<file path="src/rtl/riscv_pkg.sv">
// Shared types for the fetch PC unit: EX branch-select codes, fetch
// controller states and the queue entry layout.
package riscv_pkg;

  localparam int unsigned CORE_XLEN = 32;

  typedef enum logic [1:0] {
    BR_TARGET = 2'b00,
    BR_SEQ    = 2'b01,
    BR_JALR   = 2'b10
  } branch_op_t;

  typedef enum logic [1:0] {
    FETCH,
    WAIT,
    DROP
  } fetch_state_t;

  typedef struct packed {
    logic [CORE_XLEN-1:0] pc;
    logic [31:0]          instr;
  } fetch_entry_t;

endpackage

</file>
<file path="src/rtl/fetch_queue.sv">
// Two-entry FIFO of fetched {pc, instr} pairs feeding IF/ID.
// Ports: push/push_pc/push_instr write side, pop read side, clear empties
// the queue (wins over push/pop), count = occupancy, head_* = oldest entry.
module fetch_queue
  import riscv_pkg::*;
#(
  parameter int unsigned XLEN = 32
) (
  input  logic            clk,
  input  logic            rst_n,
  input  logic            push,
  input  logic [XLEN-1:0] push_pc,
  input  logic [31:0]     push_instr,
  input  logic            pop,
  input  logic            clear,
  output logic [1:0]      count,
  output logic [XLEN-1:0] head_pc,
  output logic [31:0]     head_instr
);

  fetch_entry_t e0_q, e0_d, e1_q, e1_d;
  fetch_entry_t in_entry;
  logic [1:0]   count_q, count_d;

  always_comb begin
    in_entry.pc    = CORE_XLEN'(push_pc);
    in_entry.instr = push_instr;
    e0_d    = e0_q;
    e1_d    = e1_q;
    count_d = count_q;
    if (clear) begin
      count_d = '0;
    end else begin
      // Entry 0 is always the head; a pop shifts entry 1 down.
      unique case ({push, pop})
        2'b10: begin
          if (count_q == 2'd0) e0_d = in_entry;
          else                 e1_d = in_entry;
          count_d = count_q + 2'd1;
        end
        2'b01: begin
          e0_d    = e1_q;
          count_d = count_q - 2'd1;
        end
        2'b11: begin
          if (count_q == 2'd1) begin
            e0_d = in_entry;
          end else begin
            e0_d = e1_q;
            e1_d = in_entry;
          end
        end
        default: ;
      endcase
    end
  end

  always_ff @(posedge clk or negedge rst_n) begin
    if (!rst_n) begin
      e0_q    <= '0;
      e1_q    <= '0;
      count_q <= '0;
    end else begin
      e0_q    <= e0_d;
      e1_q    <= e1_d;
      count_q <= count_d;
    end
  end

  assign count      = count_q;
  assign head_pc    = XLEN'(e0_q.pc);
  assign head_instr = e0_q.instr;

  // The issue rule keeps at most one request in flight and only issues
  // below two entries, so a response always finds a free slot.
  push_never_full : assert property (@(posedge clk) disable iff (!rst_n)
    !(push && count_q == 2'd2));

endmodule

</file>
<file path="src/rtl/fetch_pc_unit.sv">
// IF-stage PC generator and instruction-fetch controller.
// Ports: branch_op/ex_valid/branch_target/jalr_target from EX select a
// redirect; imem_req_* issue fetches (valid/ready), imem_rsp_* return words;
// if_valid/if_pc/if_instr present the queue head to decode (id_stall holds
// it); flush_if_id/flush_id_ex/misaligned pulse combinationally on redirect.
module fetch_pc_unit
  import riscv_pkg::*;
#(
  parameter int unsigned     XLEN     = 32,
  parameter logic [XLEN-1:0] RESET_PC = '0,
  parameter logic [XLEN-1:0] TRAP_VEC = XLEN'(32'h0000_0100)
) (
  input  logic            clk,
  input  logic            rst_n,
  input  logic [1:0]      branch_op,
  input  logic            ex_valid,
  input  logic [XLEN-1:0] branch_target,
  input  logic [XLEN-1:0] jalr_target,
  input  logic            id_stall,
  output logic            imem_req_valid,
  output logic [XLEN-1:0] imem_req_addr,
  input  logic            imem_req_ready,
  input  logic            imem_rsp_valid,
  input  logic [31:0]     imem_rsp_data,
  output logic            if_valid,
  output logic [XLEN-1:0] if_pc,
  output logic [31:0]     if_instr,
  output logic            flush_if_id,
  output logic            flush_id_ex,
  output logic            misaligned
);

  fetch_state_t    state_q, state_d;
  logic [XLEN-1:0] pc_q, pc_d;
  logic [XLEN-1:0] req_pc_q, req_pc_d;

  logic            redirect;
  logic [XLEN-1:0] target;
  logic [XLEN-1:0] redirect_pc;
  logic            req_fire;
  logic            push, pop;
  logic [1:0]      q_count;

  always_comb begin
    redirect    = ex_valid && (branch_op == BR_TARGET || branch_op == BR_JALR);
    target      = (branch_op == BR_JALR) ? {jalr_target[XLEN-1:1], 1'b0}
                                         : branch_target;
    redirect_pc = target[1] ? TRAP_VEC : target;
  end

  always_ff @(posedge clk or negedge rst_n) begin
    if (!rst_n) begin
      state_q  <= FETCH;
      pc_q     <= RESET_PC;
      req_pc_q <= RESET_PC;
    end else begin
      state_q  <= state_d;
      pc_q     <= pc_d;
      req_pc_q <= req_pc_d;
    end
  end

  // WAIT/DROP both mean one request is outstanding; FETCH means none.
  always_comb begin
    state_d  = state_q;
    pc_d     = pc_q;
    req_pc_d = req_pc_q;
    unique case (state_q)
      FETCH: begin
        if (redirect) begin
          pc_d = redirect_pc;
          if (req_fire) state_d = DROP;
        end else if (req_fire) begin
          req_pc_d = pc_q;
          pc_d     = pc_q + XLEN'(4);
          state_d  = WAIT;
        end
      end
      WAIT: begin
        if (redirect) begin
          pc_d    = redirect_pc;
          state_d = imem_rsp_valid ? FETCH : DROP;
        end else if (imem_rsp_valid) begin
          state_d = FETCH;
        end
      end
      DROP: begin
        if (redirect) pc_d = redirect_pc;
        // A response arriving alongside a redirect still retires the stale
        // request; staying in DROP would wait for a response that never comes.
        if (imem_rsp_valid) state_d = FETCH;
      end
      default: state_d = FETCH;
    endcase
  end

  always_comb begin
    imem_req_valid = rst_n && (state_q == FETCH) && (q_count < 2'd2);
    imem_req_addr  = pc_q;
    req_fire       = imem_req_valid && imem_req_ready;
    push           = (state_q == WAIT) && imem_rsp_valid && !redirect;
    pop            = if_valid && !id_stall && !redirect;
    flush_if_id    = redirect;
    flush_id_ex    = redirect;
    misaligned     = redirect && target[1];
  end

  assign if_valid = (q_count != 2'd0);

  fetch_queue #(
    .XLEN(XLEN)
  ) u_queue (
    .clk       (clk),
    .rst_n     (rst_n),
    .push      (push),
    .push_pc   (req_pc_q),
    .push_instr(imem_rsp_data),
    .pop       (pop),
    .clear     (redirect),
    .count     (q_count),
    .head_pc   (if_pc),
    .head_instr(if_instr)
  );

endmodule

</file>
<file path="config.mk">
export PLATFORM = sky130hd
export DESIGN_NAME = fetch_pc_unit
export DESIGN_NICKNAME = d
export VERILOG_FILES = /design/src/rtl/riscv_pkg.sv /design/src/rtl/fetch_queue.sv /design/src/rtl/fetch_pc_unit.sv
export SDC_FILE = /design/constraint.sdc
export NUM_CORES = 1
export LEC_CHECK = 0
export ABC_AREA = 1
export CORE_MARGIN = 5
export CORE_UTILIZATION = 31
export CTS_BUF_LIST = sky130_fd_sc_hd__clkbuf_8 sky130_fd_sc_hd__clkbuf_16
export DETAILED_ROUTE_END_ITERATION = 10
export SKIP_CTS_REPAIR_TIMING = 1
export SYNTH_ARGS = -nofsm -noshare
export SYNTH_HDL_FRONTEND = slang
export SYNTH_SLANG_ARGS = --single-unit
</file>
<file path="constraint.sdc">
create_clock -name clk -period 2.29 [get_ports clk]
set_input_delay 0.458 -clock clk [delete_from_list [all_inputs] [get_ports clk]]
set_output_delay 0.458 -clock clk [all_outputs]
set_load 0.01 [all_outputs]
</file>
==> flow_summary.ini <==
[route]
route.detailed.drc = 0
via_per_inst = 4.72
wl_mm = 27.2
first_pass_iters = 5
vias = 8347
final_antenna_net_count = 0
drtIter0Drc = 574
wire_per_inst_um = 15.4

[timing]
slew_headroom_pct = 37.8
skew_ps = 14.0
fin_hold_ws_ps = 96.9
rsz0062_at_grt = false
tightest_slew_ps = 933
fmax_mhz = 452
slew_viol_final = 0
timing.final.crit_share_pct = 96.6
setup_viol = 0
fin_crit_ps = 2210
hold_viol = 0

[clocking]
clk_path_buf_depth = 2
cts-root-buf = clkbuf_16
cts_made_buffers = 17
clkLatencyLatePin_ps = 430
htreeDepth = 4
clock-sinks = 193
cts.clk_slew.worst_paths_ps = 70
cts_tree = built

[yosys]
ys_top_cells_by_area = dfrtp_1 (51%), nand2_1 (11%), nor2_1 (5.8%)
yosysTopAreaCell = dfrtp_1
seq_area_frac_synth_pct = 51.3
syn-cell-area_sq_mm = 0.00942
synth_common_cells = nand2_1 (288), dfrtp_1 (193), nor2_1 (145)
yosysWarnings = 0
ys.flop_type = dfrtp_1
synth_most_common_cell = nand2_1
ys_ff_latch = 193
synthesis.nets = 1263
synth_top_area_share_pct = 51.3
synth_enable_flop_cells = 0
synth.distinct_cells = 32
netlist_instances = 1152
syn_area_per_cell_sq_um = 8.18
async_flop_share_pct = 100

[global_routing]
grt_pass1_vias = 8505
grt_max_degree = 121
grt_antenna_before_repair = 0
grt_usage_pct = 16.2
grt_pass1_wl_mm = 44.4
gr-total-overflow = 0

[die]
dieHeight_um = 184
die_w_um = 184
rows = 63
io_pins = 205
core-area_sq_mm = 0.0298
initial_core_util_pct = 31.6
die-area_sq_mm = 0.0340

[critical_path]
cp.arrival_ps = 1750
path_cells = clkdlybuf4s50_1, inv_2, nand2_4, inv_2, clkdlybuf4s50_1
crit_required_ps = 1830
cp_max_fo = 7
r2r_start = state_q[0]
crit_slowest_cell = clkdlybuf4s50_1
crit_start = branch_op[0]
cp-start-kind = input port
end_kind = output pin
critPathKind = input port to output pin
max_stage_delay_ps = 540
reg2reg_depth = 10

[placement]
postPlaceCellArea_sq_mm = 0.0123
port_buffers = 202
hpwl_mm = 19.6
place.gp.congestion = 0.930

[hold_path]
hold_class = input port to asynchronous set/reset pin

[final_layout]
syn2layout_area_growth_pct = 37.6
drive_gt1_share_pct = 10.7
num-fill-cells = 2941
layout.nets = 1478
final_area_sq_mm = 0.0130
n_antenna_cell = 0

[power]
irDropWorstVdd_v = 0.000526
power_density_mw_per_mm2 = 1340
power.leakage_nw = 5.68

[job]
drv_cap = 0

[status]
outcome = complete, no violations
## where the power goes
part	total [mW]	switching (mW)	internal (mW)
clock network	3.17	1.32	1.85
logic	7.90	4.04	3.87
registers	6.31	1.25	5.06
## layer usage
| layer | vias to the layer above | GRT usage (%) | part of all wire (%) |
|---|---|---|---|
| met2 | 268 | 25.0 | 44 |
| met3 | 33 | 4.14 | 7.1 |
| li1 | 4228 | - | - |
| met4 | 0 | 5.06 | 2.0 |
| met5 | - | 0 | 0 |
| met1 | 3818 | 22.4 | 47 |
## logic make-up after synthesis
logic type,synth area share [%]
AND/OR/NAND/NOR,24.0
AO/OA/AOI/OAI,12.3
flip-flops,51.3
buffers and inverters,6.47
multiplexers,4.16
XOR/XNOR,0.837
adder cells (fa/ha/maj),0.930
other,0.0398
## final timing paths
check	endpoint	slack [ps]
hold reg to reg	u_queue.e1_q[62]	490
setup reg to reg	imem_req_addr[16]	260
hold / removal	imem_req_addr[3]	100
min in group clk	u_queue.e1_q[62]	490
max in group asynchronous	u_queue.head_instr[20]	1370
setup / recovery	flush_if_id	80
## final cells by class
type | instances | area, sq um | share of cell area (%)
timing repair buffer | 263 | 2690 | 20.7
clock inverter | 13 | 184 | 1.42
multi-input combinational | 809 | 4020 | 31.0
clock buffer | 18 | 439 | 3.39
inverter | 83 | 312 | 2.40
tap | 390 | 488 | 3.76
sequential | 193 | 4830 | 37.3
## sequential cells by signal (all words and copies together) (netlist names)
register and count:
imem_req_addr 31, req_pc_q 31, state_q 2, u_queue.count 2, u_queue.e1_q 63, u_queue.head_instr 32, u_queue.head_pc 32
## worst max-delay path: cells and delay by family
family / cells / cell delay, ps
buffers and inverters: 4 / 1190
AND/OR/NAND/NOR: 1 / 90
## through the flow
step | cells | power [mW] | setup slack, ps | utilization (%) | TNS (ps)
after global routing | 1769 | 18.8 | 4.19 | 43.5 | 0
after CTS | 1769 | 17.6 | -143 | 43.5 | -270
after detailed placement | 1738 | 14.4 | -126 | 41.4 | -3100
after floorplan | 1152 | 10.3 | 378 | - | 0
after global placement | 1738 | 14.2 | -129 | 41.4 | -666
final | 1769 | 17.4 | 78.7 | 43.5 | 0
## cells in the final DEF, fill, tap and decap left out, types with 2 or more instances in the layout
master	instances
a21oi_1	24
a22oi_1	3
a31oi_1	64
buf_12	16
buf_4	45
bufinv_16	4
clkbuf_16	17
clkbuf_8	2
clkdlybuf4s50_1	199
clkinvlp_4	5
dfrtp_1	193
dlymetal6s2s_1	2
ha_1	6
inv_1	78
inv_2	6
inv_6	2
mux2_2	33
mux2i_1	2
nand2_1	287
nand2_2	2
nand3_1	100
nand4_1	8
nor2_1	143
o211ai_1	5
o21ai_0	96
o22ai_1	3
o31ai_1	6
or2_2	5
xnor2_1	4
xor2_1	5
(Power assumes the default switching activity.)
